### config.mk
export PLATFORM = sky130hd
export DESIGN_NAME = display_scan_controller
export DESIGN_NICKNAME = d
export VERILOG_FILES = /design/src/rtl/display_pkg.sv /design/src/rtl/display_scan_controller_seg7_decode.sv /design/src/rtl/display_scan_controller.sv
export SDC_FILE = /design/constraint.sdc
export NUM_CORES = 1
export LEC_CHECK = 0
export ABC_CLOCK_PERIOD_IN_PS = 2300
export CELL_PAD_IN_SITES_DETAIL_PLACEMENT = 0
export CELL_PAD_IN_SITES_GLOBAL_PLACEMENT = 1
export CORE_MARGIN = 8
export CORE_UTILIZATION = 39
export CTS_CLUSTER_DIAMETER = 80
export DETAILED_ROUTE_END_ITERATION = 10
export MAX_ROUTING_LAYER = met4
export PLACE_DENSITY_LB_ADDON = 0.1
export SLEW_MARGIN = 20
export SYNTH_ARGS = -nofsm -noshare
export SYNTH_HDL_FRONTEND = slang
export SYNTH_SLANG_ARGS = --single-unit
### constraint.sdc
create_clock -name clk -period 2.3 [get_ports clk]
set_input_delay 0.46 -clock clk [delete_from_list [all_inputs] [get_ports clk]]
set_output_delay 0.46 -clock clk [all_outputs]
set_load 0.02 [all_outputs]
### src/rtl/display_pkg.sv
// display_pkg: segment patterns and scan enums shared by the display controller
package display_pkg;
  localparam logic [6:0] SEG_0 = 7'b1111110;
  localparam logic [6:0] SEG_1 = 7'b0110000;
  localparam logic [6:0] SEG_2 = 7'b1101101;
  localparam logic [6:0] SEG_3 = 7'b1111001;
  localparam logic [6:0] SEG_4 = 7'b0110011;
  localparam logic [6:0] SEG_5 = 7'b1011011;
  localparam logic [6:0] SEG_6 = 7'b1011111;
  localparam logic [6:0] SEG_7 = 7'b1110000;
  localparam logic [6:0] SEG_8 = 7'b1111111;
  localparam logic [6:0] SEG_9 = 7'b1111011;
  localparam logic [6:0] SEG_DASH = 7'b0000001;
  localparam logic [6:0] SEG_OFF = 7'b0000000;
  typedef enum logic [1:0] {DIG_L1, DIG_L2, DIG_L3, DIG_L4} digit_e;
  typedef enum logic {ST_BLANK, ST_DRIVE} scan_state_e;
  typedef struct packed {
    logic        sw;
    logic [15:0] digits;
    logic        pm;
    logic        mil;
    logic        set_hour;
    logic        set_minute;
  } frame_t;
endpackage

### src/rtl/display_scan_controller_seg7_decode.sv
// seg7_decode: BCD to {a..g} segments, dash for codes 10-15
module seg7_decode
  import display_pkg::*;
(
  input  logic [3:0] bcd_i,
  output logic [6:0] seg_o
);
  always_comb
    case (bcd_i)
      4'd0: seg_o = SEG_0;
      4'd1: seg_o = SEG_1;
      4'd2: seg_o = SEG_2;
      4'd3: seg_o = SEG_3;
      4'd4: seg_o = SEG_4;
      4'd5: seg_o = SEG_5;
      4'd6: seg_o = SEG_6;
      4'd7: seg_o = SEG_7;
      4'd8: seg_o = SEG_8;
      4'd9: seg_o = SEG_9;
      default: seg_o = SEG_DASH;
    endcase
endmodule

### src/rtl/display_scan_controller.sv
// display_scan_controller: 4-digit multiplexed 7-segment scan with per-frame
// source latch, anti-ghost blanking, leading-zero suppression, PM/colon dp and set-mode blink
module display_scan_controller
  import display_pkg::*;
#(
  parameter int CLK_HZ       = 100_000_000,
  parameter int SCAN_HZ      = 1000,
  parameter int BLANK_CYCLES = 1000,
  parameter int BLINK_HZ     = 2
) (
  input  logic        clk,
  input  logic        reset_n,
  input  logic [15:0] clk_digits,
  input  logic        clk_pm,
  input  logic        military,
  input  logic [15:0] sw_digits,
  input  logic        sw_enable,
  input  logic        set_hour,
  input  logic        set_minute,
  input  logic        sec_pulse,
  output logic [3:0]  digit_en,
  output logic [6:0]  segments,
  output logic        dp,
  output logic        frame_done
);
  localparam int TICKS = CLK_HZ / SCAN_HZ;
  localparam int HALF = CLK_HZ / (2 * BLINK_HZ);
  localparam int CW = $clog2(TICKS + 1);
  localparam int BW = $clog2(HALF + 1);
  logic [CW-1:0] cnt_q, cnt_d;
  logic [BW-1:0] blink_cnt_q, blink_cnt_d;
  digit_e        dig_q, dig_d;
  scan_state_e   state_q, state_d;
  frame_t        frame_q, frame_d;
  logic          phase_q, phase_d, colon_q, colon_d;
  logic          wrap, frame_end, blink_wrap, hide, dp_d;
  logic [3:0]    bcd;
  logic [6:0]    seg;
  seg7_decode u_dec (.bcd_i(bcd), .seg_o(seg));
  always_ff @(posedge clk)
    if (!reset_n) begin
      cnt_q <= '0;
      blink_cnt_q <= '0;
      dig_q <= DIG_L1;
      state_q <= ST_BLANK;
      frame_q <= '0;
      phase_q <= 1'b1;
      colon_q <= 1'b1;
      digit_en <= '0;
      segments <= SEG_OFF;
      dp <= 1'b0;
      frame_done <= 1'b0;
    end else begin
      cnt_q <= cnt_d;
      blink_cnt_q <= blink_cnt_d;
      dig_q <= dig_d;
      state_q <= state_d;
      frame_q <= frame_d;
      phase_q <= phase_d;
      colon_q <= colon_d;
      digit_en <= state_q == ST_DRIVE ? 4'b1000 >> dig_q : 4'b0000;
      segments <= state_q == ST_DRIVE && !hide ? seg : SEG_OFF;
      dp <= state_q == ST_DRIVE && dp_d;
      frame_done <= frame_end;
    end
  always_comb begin
    wrap = cnt_q == CW'(TICKS - 1);
    frame_end = wrap && dig_q == DIG_L4;
    cnt_d = wrap ? '0 : cnt_q + 1'b1;
    dig_d = wrap ? digit_e'(dig_q + 2'd1) : dig_q;
    state_d = cnt_d < CW'(BLANK_CYCLES) ? ST_BLANK : ST_DRIVE;
    blink_wrap = blink_cnt_q == BW'(HALF - 1);
    blink_cnt_d = blink_wrap ? '0 : blink_cnt_q + 1'b1;
    phase_d = phase_q ^ blink_wrap;
    colon_d = colon_q ^ sec_pulse;
    // Everything the display policy depends on is frozen here for a whole frame
    frame_d = frame_end ? frame_t'{sw: sw_enable, digits: sw_enable ? sw_digits : clk_digits,
                                   pm: clk_pm, mil: military, set_hour: set_hour,
                                   set_minute: set_minute} : frame_q;
    bcd = frame_q.digits[{~dig_q, 2'b00} +: 4];
    // dig_q[1] splits the hour pair (L1/L2) from the minute pair (L3/L4)
    hide = !frame_q.sw && ((!frame_q.mil && dig_q == DIG_L1 && bcd == 4'd0) ||
           (!phase_q && (frame_q.set_hour ? !dig_q[1] : frame_q.set_minute && dig_q[1])));
    dp_d = dig_q == DIG_L2 ? frame_q.sw || colon_q
         : dig_q == DIG_L4 && !frame_q.sw && frame_q.pm && !frame_q.mil;
  end
endmodule

==> results_dict.tcl <==
set metrics [dict create \
    p_switching_w 0.000602 \
    die_w_um 120 \
    synth_cells 461 \
    setup_ws_ns 0.226 \
    cts_made_buffers 9 \
    wirelength_mm 9.14 \
    drive_gt1_share_pct 13.4 \
    place_ws_ns 0.202 \
    r2r_slack_ns 0.23 \
    endpoint_kind "register" \
    grt_setup_unrepaired "no" \
    synth_adder_area_share_pct 2.99 \
    postCtsHoldBufs 0 \
    rows 38 \
    post-route-util_pct 47.2 \
    crit_type "register to register" \
    io_buffers 52 \
    hold_depth 1 \
    drv_cap 0 \
    clock-sinks 81 \
    hp-start "blink_cnt_q[0]" \
    synth-compound-area-share_pct 8.28 \
    grt_pass1_wl_mm 15.4 \
    wire_per_inst_um 13.9 \
    htreeDepth 3 \
    cts_tree "done" \
    die_area_mm2 0.0143 \
    ant_nets 0 \
    route.detailed.drc 0 \
    cp-start-kind "register" \
    clk_pin_slew_ns 0.08 \
    synth-xor-area-share_pct 8.58 \
    ctsRootBufferMaster "clkbuf_8" \
    min-delay-path-class "register to register" \
    dp.cells 640 \
    synth_edf_count 0 \
    grtUsageTotal_pct 13.4 \
    antenna_cells 0 \
    fin_crit_ns 2.07 \
    synth-async-reset-ratio_pct 0 \
    dr.pass1.iters 5 \
    p_seq_share_pct 53.1 \
    synth_area_per_cell_um2 9.08 \
    yosysUniqueCellTypes 62 \
    status "finished, final reports clean" \
    initial_core_util_pct 39.3 \
    die_h_um 120 \
    yosys.area_share.simple_pct 29.4 \
    peakVddDrop_mv 0.271 \
    slew_headroom_pct 68.3 \
    p_leak_nw 1.76 \
    synthesis.nets 511 \
    io_pins 53 \
    ctsResizeCount 0 \
    yosys_warnings 0 \
    grt_max_degree 25 \
    pwr-share-clk_pct 41.2 \
    antenna_found_initial 0 \
    finalHoldViolations 0 \
    fin_nets 561 \
    setup_tns_ns 0 \
    reg2reg_depth 6 \
    synth_top_family_by_area "simple AND/OR/NAND/NOR gates" \
    p_comb_share_pct 5.7 \
    viasPerCell 5.00 \
    tightest_slew_ns 0.474 \
    setup_viol 0 \
    min_to "blink_cnt_q[0]" \
    cp_data_required_time_ns 2.51 \
    maxSlewViolCount 0 \
    r2r_start "cnt_q[0]" \
    clk_latency_ns 0.35 \
    skew_ns 0.00749 \
    clockBufferDepth 2 \
    stdcell_count 656 \
    synth-seq-cells 81 \
    grt_overflow_total 0 \
    power_density_mw_per_mm2 533 \
    core-area_mm2 0.0107 \
    swShare_pct 22.5 \
    synth_area_mm2 0.00419 \
    hpwl_mm 6.62 \
    timing.final.crit_share_pct 90.2 \
    grt_pass1_vias 3155 \
    synth_top_flop_cell "dfxtp_1" \
    fmax_ghz 0.482 \
    drt-initial-drc-count 168 \
    synth_mux_area_share_pct 7.17 \
    p_int_w 0.00208 \
    via_count 3277 \
    area_growth_pct 20.1 \
    cp_data_arrival_time_ns 2.29 \
    cts_setup_buffers 0 \
    reg2reg_to "state_q" \
    place.gp.congestion 0.808 \
    synth_seq_area_share_pct 38.7 \
    worstPathMaxFanout 15 \
]
## final cells by class
type / instances / area, um^2
inverter: 11 / 41.3
tap: 140 / 175
clock buffer: 11 / 151
sequential: 81 / 1620
timing repair buffer: 64 / 611
multi-input combinational: 344 / 2360
fill: 1041 / 5620
clock inverter: 5 / 63.8
## synth_stat cells (2+ instances only)
cell type  count  area (um^2)
xnor2_1       26          228
nand2_1       35          131
nor2b_1        9         56.3
nand2_2        2         12.5
dfxtp_1       81         1620
o211ai_1       2         15.0
nor4_1         4         25.0
nand4_1       13         81.3
nand4b_1       2         17.5
mux2i_1        3         30.0
nand4_4        2         42.5
a21oi_1       12         60.1
inv_1         11         41.3
a21boi_1      20          150
ha_1          10          125
nor4bb_1       2         20.0
or3_1          3         18.8
nand3_2        2         20.0
buf_2         10         50.1
nor3_4         2         32.5
nor3_1         9         45.0
buf_4          2         15.0
mux4_2         4         90.1
nand3b_1       3         22.5
nand2b_1       2         12.5
nor2_1        61          229
xor2_1        15          131
o21ai_0        4         20.0
mux2_2        16          180
o311ai_0       2         17.5
nand3_1       36          180
nor3b_1        2         15.0
clkbuf_1       6         22.5
and3_1         7         43.8
and2_1         8         50.1
buf_6          6         67.6
and3b_1        2         17.5
## critical path: stages (launching register included)
cell	delay (ns)
dfxtp_1	0.41
ha_1	0.37
and4_1	0.33
nand2_2	0.13
nor3_4	0.20
nand2b_2	0.34
o211ai_1	0.16
## cells in the final DEF (no fill, tap or decap), types with 4 or more instances in the layout
cell type,n
a21boi_1,20
a21oi_1,12
and2_1,8
and3_1,7
buf_4,12
clkbuf_8,11
clkdlybuf4s50_1,52
dfxtp_1,81
ha_1,10
inv_1,11
mux2_2,16
mux4_2,4
nand2_1,35
nand3_1,36
nand4_1,13
nor2_1,61
nor2b_1,9
nor3_1,9
nor4_1,4
o21ai_0,4
xnor2_1,26
xor2_1,15
## worst max path at each step
stage                     startpoint          end  slack [ns]  depth (start not counted)
after floorplan             dig_q[0]  segments[0]        0.40                          8
after global routing        cnt_q[0]      state_q        0.04                          6
final                       cnt_q[0]      state_q        0.23                          6
after detailed placement    cnt_q[0]      state_q        0.20                          6
after global placement      dig_q[0]  segments[2]        0.25                          7
after CTS                   cnt_q[0]      state_q        0.19                          6
## metrics by stage
step / hold slack, ns / cell area [um^2] / power, W
final: 0.438 / 5030 / 0.00268
after global routing: 0.464 / 5030 / 0.00281
after CTS: 0.444 / 5030 / 0.00273
after detailed placement: 0.432 / 4810 / 0.00161
after global placement: 0.421 / 4810 / 0.00161
after floorplan: 0.411 / 4190 / 0.00153
## registers in the layout, indices dropped and copies added (netlist names)
register	cells
dig_q	2
dp	1
frame_q	21
phase_q	1
cnt_q	17
colon_q	1
segments	7
blink_cnt_q	25
state_q	1
frame_done	1
digit_en	4
## cell families after synthesis
| kind of cell | after synthesis |
|---|---|
| multiplexers | 23 |
| adder cells (fa/ha/maj) | 10 |
| XOR/XNOR | 41 |
| AO/OA/AOI/OAI | 49 |
| AND/OR/NAND/NOR | 221 |
| buffers and inverters | 36 |
| flip-flops | 81 |
## metal layers
layer / routed length [um] / track usage, %
met1: 4720 / 17.7
met2: 4050 / 19.7
met3: 305 / 3.52
met4: 61 / 3.51
met5: 0 / -
## power groups by stage
| stage | Combinational [W] | Sequential (W) | Clock [W] |
|---|---|---|---|
| detailed placement | 0.000156 | 0.00146 | 0 |
| finish | 0.000153 | 0.00142 | 0.00110 |
| CTS | 0.000157 | 0.00142 | 0.00115 |
| floorplan | 0.0000824 | 0.00145 | 0 |
| global route | 0.000168 | 0.00143 | 0.00121 |
| global placement | 0.000155 | 0.00146 | 0 |
No activity file was read; power rests on OpenSTA's default activity.
